==> src/rtl/sc_game_pkg.sv <==
// Shared game definitions for the Frogger datapath: game-state codes driven by
// the top-level game FSM, the level-counter FSM encoding, and a parameter
// legality helper for the level counter.
package sc_game_pkg;

  // Width of the game-state bus shared between the game FSM and its consumers.
  localparam int STATE_WIDTH = 2;

  // Game-state codes as broadcast by the top-level game FSM.
  typedef enum logic [STATE_WIDTH-1:0] {
    AWAITSTART = 2'd0,
    STARTGAME  = 2'd1,
    ENDGAME    = 2'd2,
    RESERVED   = 2'd3
  } gameState_t;

  // Level-counter FSM encoding.
  typedef enum logic [1:0] {
    LC_IDLE = 2'd0,
    LC_PLAY = 2'd1,
    LC_WIN  = 2'd2,
    LC_HOLD = 2'd3
  } lcState_t;

  // True when a level-counter configuration is usable: width 2..8, the top
  // level representable in that width, and the start level inside the range.
  function automatic bit levelParamsLegal(int levelWidth, int levelMax, int startLevel);
    return (levelWidth >= 2) && (levelWidth <= 8) &&
           (levelMax >= 0) && (levelMax < (1 << levelWidth)) &&
           (startLevel >= 0) && (startLevel <= levelMax);
  endfunction

endpackage

==> src/rtl/sc_negedge_detect.sv <==
// Falling-edge detector for an active-low, clock-synchronous strobe. The
// previous-sample register resets to the inactive (high) level, and the pulse
// is high for the single cycle in which a high-to-low transition is observed.
module sc_negedge_detect (
  input  logic SC_NEGEDGE_DETECT_CLOCK_50,
  input  logic SC_NEGEDGE_DETECT_RESET_InHigh,
  input  logic SC_NEGEDGE_DETECT_Signal_InLow,
  output logic SC_NEGEDGE_DETECT_Pulse_OutHigh
);

  logic signalPrev_reg;

  // Track the last sampled strobe level every clock, whatever the consumer is doing.
  always_ff @(posedge SC_NEGEDGE_DETECT_CLOCK_50 or posedge SC_NEGEDGE_DETECT_RESET_InHigh) begin
    if (SC_NEGEDGE_DETECT_RESET_InHigh) begin
      signalPrev_reg <= 1'b1;
    end else begin
      signalPrev_reg <= SC_NEGEDGE_DETECT_Signal_InLow;
    end
  end

  // A held-low strobe yields one pulse because prev follows it low after one cycle.
  assign SC_NEGEDGE_DETECT_Pulse_OutHigh = signalPrev_reg & ~SC_NEGEDGE_DETECT_Signal_InLow;

endmodule

==> src/rtl/sc_levelcounter_param.sv <==
// Parametrised game-level counter. Counts falling edges of the active-low
// level-cleared strobe while the game is in STARTGAME, saturating with a
// sticky win flag or wrapping back to the start level at the top of range.
// All outputs are registered; the level and level-up pulse follow a sampled
// strobe edge by one clock.
module sc_levelcounter_param
  import sc_game_pkg::*;
#(
  parameter int CURRENTSTATE_DATAWIDTH = 2,
  parameter int LEVEL_DATAWIDTH        = 3,
  parameter int LEVEL_MAX              = 4,
  parameter int START_LEVEL            = 0,
  parameter int WRAP_MODE              = 0
) (
  input  logic                              SC_LEVELCOUNTER_CLOCK_50,
  input  logic                              SC_LEVELCOUNTER_RESET_InHigh,
  input  logic [CURRENTSTATE_DATAWIDTH-1:0] SC_LEVELCOUNTER_CurrentState_InBus,
  input  logic                              SC_LEVELCOUNTER_CountSignal_InLow,
  output logic [LEVEL_DATAWIDTH-1:0]        SC_LEVELCOUNTER_Data_OutBus,
  output logic                              SC_LEVELCOUNTER_LevelUp_OutHigh,
  output logic                              SC_LEVELCOUNTER_Win_OutHigh
);

  // Refuse to build a counter whose range cannot be represented.
  generate
    if (!levelParamsLegal(LEVEL_DATAWIDTH, LEVEL_MAX, START_LEVEL)) begin : gParamGuard
      $error("sc_levelcounter_param: illegal LEVEL_DATAWIDTH/LEVEL_MAX/START_LEVEL combination");
    end
  endgenerate

  localparam logic [LEVEL_DATAWIDTH-1:0]        LEVEL_MAX_V  = LEVEL_DATAWIDTH'(LEVEL_MAX);
  localparam logic [LEVEL_DATAWIDTH-1:0]        LEVEL_START_V = LEVEL_DATAWIDTH'(START_LEVEL);
  localparam logic [CURRENTSTATE_DATAWIDTH-1:0] CODE_START   = CURRENTSTATE_DATAWIDTH'(STARTGAME);
  localparam logic [CURRENTSTATE_DATAWIDTH-1:0] CODE_END     = CURRENTSTATE_DATAWIDTH'(ENDGAME);
  localparam bit                                WRAP_EN      = (WRAP_MODE != 0);

  lcState_t                   state_reg, state_next;
  logic [LEVEL_DATAWIDTH-1:0] levelData_reg, levelData_next;
  logic                       levelUp_reg, levelUp_next;
  logic                       win_reg, win_next;

  logic                       countEvent;
  logic                       gameStarted;
  logic                       gameEnded;
  logic [LEVEL_DATAWIDTH-1:0] levelInc;

  sc_negedge_detect uStrobeEdge (
    .SC_NEGEDGE_DETECT_CLOCK_50      (SC_LEVELCOUNTER_CLOCK_50),
    .SC_NEGEDGE_DETECT_RESET_InHigh  (SC_LEVELCOUNTER_RESET_InHigh),
    .SC_NEGEDGE_DETECT_Signal_InLow  (SC_LEVELCOUNTER_CountSignal_InLow),
    .SC_NEGEDGE_DETECT_Pulse_OutHigh (countEvent)
  );

  assign gameStarted = (SC_LEVELCOUNTER_CurrentState_InBus == CODE_START);
  assign gameEnded   = (SC_LEVELCOUNTER_CurrentState_InBus == CODE_END);
  // Cannot overflow: LEVEL_MAX is representable and we only increment below it.
  assign levelInc    = levelData_reg + LEVEL_DATAWIDTH'(1);

  // Next-state and next-output decisions; game-state changes take priority over strobe edges.
  always_comb begin
    state_next     = state_reg;
    levelData_next = levelData_reg;
    levelUp_next   = 1'b0;
    win_next       = win_reg;

    unique case (state_reg)
      LC_IDLE: begin
        levelData_next = LEVEL_START_V;
        win_next       = 1'b0;
        if (gameStarted) begin
          state_next = LC_PLAY;
        end
      end

      LC_PLAY: begin
        if (gameEnded) begin
          state_next = LC_HOLD;
        end else if (!gameStarted) begin
          state_next = LC_IDLE;
        end else if (countEvent) begin
          if (levelData_reg < LEVEL_MAX_V) begin
            levelData_next = levelInc;
            levelUp_next   = 1'b1;
            // Reaching the top in saturate mode is itself the win.
            if (!WRAP_EN && (levelInc == LEVEL_MAX_V)) begin
              win_next   = 1'b1;
              state_next = LC_WIN;
            end
          end else if (WRAP_EN) begin
            levelData_next = LEVEL_START_V;
            levelUp_next   = 1'b1;
          end else begin
            win_next   = 1'b1;
            state_next = LC_WIN;
          end
        end
      end

      LC_WIN: begin
        if (gameEnded) begin
          state_next = LC_HOLD;
        end else if (!gameStarted) begin
          state_next = LC_IDLE;
        end
      end

      LC_HOLD: begin
        if (gameStarted) begin
          state_next = LC_PLAY;
        end else if (!gameEnded) begin
          state_next = LC_IDLE;
        end
      end

      default: begin
        state_next = LC_IDLE;
      end
    endcase
  end

  // Register FSM state and every output; reset clears immediately to level 0, not START_LEVEL.
  always_ff @(posedge SC_LEVELCOUNTER_CLOCK_50 or posedge SC_LEVELCOUNTER_RESET_InHigh) begin
    if (SC_LEVELCOUNTER_RESET_InHigh) begin
      state_reg     <= LC_IDLE;
      levelData_reg <= '0;
      levelUp_reg   <= 1'b0;
      win_reg       <= 1'b0;
    end else begin
      state_reg     <= state_next;
      levelData_reg <= levelData_next;
      levelUp_reg   <= levelUp_next;
      win_reg       <= win_next;
    end
  end

  assign SC_LEVELCOUNTER_Data_OutBus     = levelData_reg;
  assign SC_LEVELCOUNTER_LevelUp_OutHigh = levelUp_reg;
  assign SC_LEVELCOUNTER_Win_OutHigh     = win_reg;

endmodule

==> config.mk <==
export PLATFORM = sky130hd
export DESIGN_NAME = sc_levelcounter_param
export DESIGN_NICKNAME = d
export VERILOG_FILES = /design/src/rtl/sc_game_pkg.sv /design/src/rtl/sc_negedge_detect.sv /design/src/rtl/sc_levelcounter_param.sv
export SDC_FILE = /design/constraint.sdc
export NUM_CORES = 1
export LEC_CHECK = 0
export CAP_MARGIN = 20
export CORE_AREA = 10 10 47 49
export DETAILED_ROUTE_END_ITERATION = 8
export DIE_AREA = 0 0 57 59
export GPL_TIMING_DRIVEN = 0
export PLACE_DENSITY = 0.54
export SLEW_MARGIN = 10
export SYNTH_ARGS = -nofsm -noshare
export SYNTH_HDL_FRONTEND = slang
export SYNTH_SLANG_ARGS = --single-unit
export TNS_END_PERCENT = 20
==> constraint.sdc <==
create_clock -name SC_LEVELCOUNTER_CLOCK_50 -period 2.1 [get_ports SC_LEVELCOUNTER_CLOCK_50]
set_input_delay 0.21 -clock SC_LEVELCOUNTER_CLOCK_50 [delete_from_list [all_inputs] [get_ports SC_LEVELCOUNTER_CLOCK_50]]
set_output_delay 0.21 -clock SC_LEVELCOUNTER_CLOCK_50 [all_outputs]
set_load 0.01 [all_outputs]
==> impl_metrics.json <==
{
  "status": "finished, final reports clean",
  "clk_pin_slew_worst_paths_ns": 0.06,
  "period_minus_slack_ns": 1.65,
  "internal_power_mw": 0.257,
  "detailed_place_hpwl_um": 702,
  "cp.required_ns": 2.30,
  "synth_cell_type_count": 27,
  "io_pins": 10,
  "syn_to_final_growth_pct": 29.5,
  "critical-path-top-delay-family": "simple AND/OR/NAND/NOR gates",
  "setup.worst_path.start_class": "input pin",
  "yosys_most_used_dff": "sky130_fd_sc_hd__dfrtp_1",
  "critPathCaptureType": "register",
  "die-width_um": 57,
  "timing.critical_path.arrival_ns": 1.85,
  "die_h_um": 59,
  "globalplace.congestion": 0.712,
  "proportion_of_register_bits_with_asynchronous_set_or_reset_after_synthesis": 1.00,
  "peakVddDrop_mv": 0.358,
  "core_area_um2": 1400,
  "largest_register_ff_count": 3,
  "max_slew_margin": 0.722,
  "cts.path.max_buffers": 2,
  "die_area_um2": 3360,
  "seq_area_frac_synth": 0.435,
  "power.share.combinational": 0.142,
  "switching_share": 0.260,
  "timing.rr.end": "state_reg[0]",
  "cts_root_buffer": "sky130_fd_sc_hd__clkbuf_4",
  "synth-edff-count": 0,
  "drtIter0Drc": 4,
  "post_cts_hold_buffer_count": 0,
  "worstSetupPathType": "in -> reg",
  "postSynthCellCount": 48,
  "crit_buf_inv": 2,
  "detail_route.wl_per_cell_um": 11.9,
  "num-nets-final": 71,
  "p_switching_mw": 0.0902,
  "share_of_layout_cells_above_drive_strength_1": 0.0820,
  "final_util": 0.428,
  "first_global_vias": 376,
  "clock_network_latency_to_the_later_pin_of_the_worst_skew_pair_ns": 0.26,
  "layout_worst_path_cycle_share": 0.784,
  "synthDominantAreaCellType": "sky130_fd_sc_hd__dfrtp_1",
  "fill_cells": 154,
  "post_drt_via_cell_ratio": 4.74,
  "maxCapViolations": 0,
  "critical_path.cell_chain": "clkdlybuf4s50_1 -> inv_1 -> ha_1 -> or3b_1 -> or3_1 -> nand3_1",
  "global_route_wire_length_before_repair_mm": 1.59,
  "num_vias": 365,
  "initial_utilization": 0.330,
  "routed_wl_um": 915,
  "grt_remaining_overflow": 0,
  "postSynthRegisterBits": 8,
  "power_frac_clock": 0.381,
  "hold_path.class": "in -> async",
  "setup.reg_to_reg.worst_slack_ns": 0.50,
  "maxSlewViolCount": 0,
  "port-buffer-count": 9,
  "synth.top_cells.by_area": "sky130_fd_sc_hd__dfrtp_1 (38%), sky130_fd_sc_hd__ha_1 (11%), sky130_fd_sc_hd__inv_1 (6.5%)",
  "globalRouteTotalUtil": 0.0604,
  "hold_violations": 0,
  "drc_errors": 0,
  "grt_max_degree": 11,
  "htreeDepth": 1,
  "setup_violations": 0,
  "cp_slowest_stage_delay_ns": 0.48,
  "cts_tree": "done",
  "setup_repair_after_global_routing_missed_its_margin": "no",
  "yosysTopAreaCellShare": 0.378,
  "critical_path_peak_fanout": 5,
  "tritoncts_num_sinks": 8,
  "netlist_area_um2": 463,
  "final-seq-area_um2": 201,
  "grt_antenna_before_repair": 0,
  "syn_area_per_cell_um2": 9.64,
  "numCtsBuffers": 3,
  "synth.net_count": 57,
  "power.leakage_nw": 0.276,
  "maxClockFrequency_ghz": 0.607,
  "cts_repair_resize_count": 0,
  "worstMarginPinSlew_ns": 0.417,
  "reg_to_reg_start": "SC_LEVELCOUNTER_Data_OutBus[1]",
  "antenna_left": 0,
  "detail_route.first_pass.iterations": 4,
  "worst_r2r_path_depth": 6,
  "worst_path_max_delay_cell": "sky130_fd_sc_hd__clkdlybuf4s50_1",
  "core.rowCount": 14,
  "multiInputGateArea_um2": 220,
  "post_cts_buffers": 0,
  "finalClockSkew_ns": 0.00304,
  "diodes": 0,
  "power_density_nw_per_um2": 580,
  "count_of_yosys_warnings_during_synthesis": 0,
  "fin_tns_setup_ns": 0,
  "seq_power_share": 0.477
}
how the worst max path moves through the flow:
stage / start / endpoint / slack [ns] / cells past startpoint
2_1_floorplan: SC_LEVELCOUNTER_Data_OutBus[1] / state_reg[0] / 0.63 / 6
3_3_place_gp: SC_LEVELCOUNTER_CurrentState_InBus[0] / SC_LEVELCOUNTER_Data_OutBus[1] / 0.19 / 6
3_5_place_dp: SC_LEVELCOUNTER_CurrentState_InBus[0] / SC_LEVELCOUNTER_Data_OutBus[1] / 0.17 / 6
4_1_cts: SC_LEVELCOUNTER_CurrentState_InBus[0] / SC_LEVELCOUNTER_Data_OutBus[1] / 0.45 / 6
5_1_grt: SC_LEVELCOUNTER_Data_OutBus[1] / state_reg[0] / 0.37 / 6
6_report: SC_LEVELCOUNTER_CurrentState_InBus[0] / SC_LEVELCOUNTER_Data_OutBus[1] / 0.45 / 6
Yosys cell counts, types with 2 or more instances:
library cell and count:
sky130_fd_sc_hd__dfrtp_1 7, sky130_fd_sc_hd__inv_1 8, sky130_fd_sc_hd__a211oi_1 2, sky130_fd_sc_hd__nor2_1 2, sky130_fd_sc_hd__nand3_1 3, sky130_fd_sc_hd__nor3b_1 2
sky130_fd_sc_hd__ha_1 4
power groups by stage:
stage	combinational, mW	sequential [mW]	clock, mW
6_report	0.0493	0.166	0.132
4_1_cts	0.0506	0.166	0.138
5_1_grt	0.0567	0.166	0.146
2_1_floorplan	0.0333	0.167	0
3_5_place_dp	0.0502	0.168	0
3_3_place_gp	0.0498	0.168	0
metrics by stage:
step / hold slack (ns) / setup WS [ns] / instances / cell area, µm² / power, mW
after floorplan: 0.0249 / 0.628 / 48 / 463 / 0.201
after global placement: 0.489 / 0.188 / 73 / 573 / 0.218
after detailed placement: 0.496 / 0.168 / 73 / 573 / 0.219
after CTS: 0.211 / 0.450 / 77 / 599 / 0.354
after global routing: 0.212 / 0.365 / 77 / 599 / 0.369
final: 0.201 / 0.453 / 77 / 599 / 0.347
per-layer routing:
metal / GRT usage / vias to the layer above / wire length [µm]
met5: 0 / - / 0
met3: 0.0536 / 0 / 87
met4: 0.0101 / 0 / 0
met1: 0.0615 / 161 / 428
li1: - / 194 / -
met2: 0.0930 / 10 / 399
worst reg2reg max path: stages (launching register included):
cell                        delay, ns
sky130_fd_sc_hd__dfrtp_1         0.39
sky130_fd_sc_hd__ha_1            0.16
sky130_fd_sc_hd__inv_1           0.05
sky130_fd_sc_hd__ha_1            0.19
sky130_fd_sc_hd__nor4b_1         0.40
sky130_fd_sc_hd__a21boi_0        0.16
sky130_fd_sc_hd__a2bb2oi_1       0.15
placed cells by master (no fill, tap or decap):
| cell type | instances |
|---|---|
| sky130_fd_sc_hd__inv_1 | 8 |
| sky130_fd_sc_hd__a21boi_0 | 1 |
| sky130_fd_sc_hd__ha_1 | 4 |
| sky130_fd_sc_hd__a31oi_1 | 1 |
| sky130_fd_sc_hd__nand3_1 | 3 |
| sky130_fd_sc_hd__buf_4 | 1 |
| sky130_fd_sc_hd__a21oi_1 | 1 |
| sky130_fd_sc_hd__nor4b_1 | 1 |
| sky130_fd_sc_hd__clkbuf_1 | 2 |
| sky130_fd_sc_hd__clkdlybuf4s50_1 | 9 |
| sky130_fd_sc_hd__nand2b_1 | 1 |
| sky130_fd_sc_hd__nor3_1 | 1 |
| sky130_fd_sc_hd__or3_1 | 1 |
| sky130_fd_sc_hd__o211ai_1 | 1 |
| sky130_fd_sc_hd__nor3b_1 | 2 |
| sky130_fd_sc_hd__nand3b_1 | 1 |
| sky130_fd_sc_hd__dfrtp_1 | 7 |
| sky130_fd_sc_hd__o22ai_1 | 1 |
| sky130_fd_sc_hd__or3b_1 | 1 |
| sky130_fd_sc_hd__dfstp_2 | 1 |
| sky130_fd_sc_hd__o22a_1 | 1 |
| sky130_fd_sc_hd__a21o_1 | 1 |
| sky130_fd_sc_hd__a2bb2oi_1 | 1 |
| sky130_fd_sc_hd__nor2_1 | 2 |
| sky130_fd_sc_hd__clkbuf_4 | 3 |
| sky130_fd_sc_hd__xnor2_1 | 1 |
| sky130_fd_sc_hd__o21ai_0 | 1 |
| sky130_fd_sc_hd__nand2_1 | 1 |
| sky130_fd_sc_hd__a211oi_1 | 2 |
kinds of logic after synthesis:
family | synth area share
xor gates and xnor gates | 0.0189
DFF | 0.435
adders and majority gates | 0.108
and+or+nand+nor | 0.181
buffers and inverters | 0.0892
AOI/OAI and AO/OA | 0.168
area by class of cell:
cell class / instances / share of cell area
tap: 16 / 0.0334
sequential: 8 / 0.336
timing repair buffer: 9 / 0.150
multi-input combinational: 30 / 0.367
inverter: 8 / 0.0501
buffer: 2 / 0.0188
clock buffer: 4 / 0.0438
Note: power is estimated with default switching activity, not from simulation.
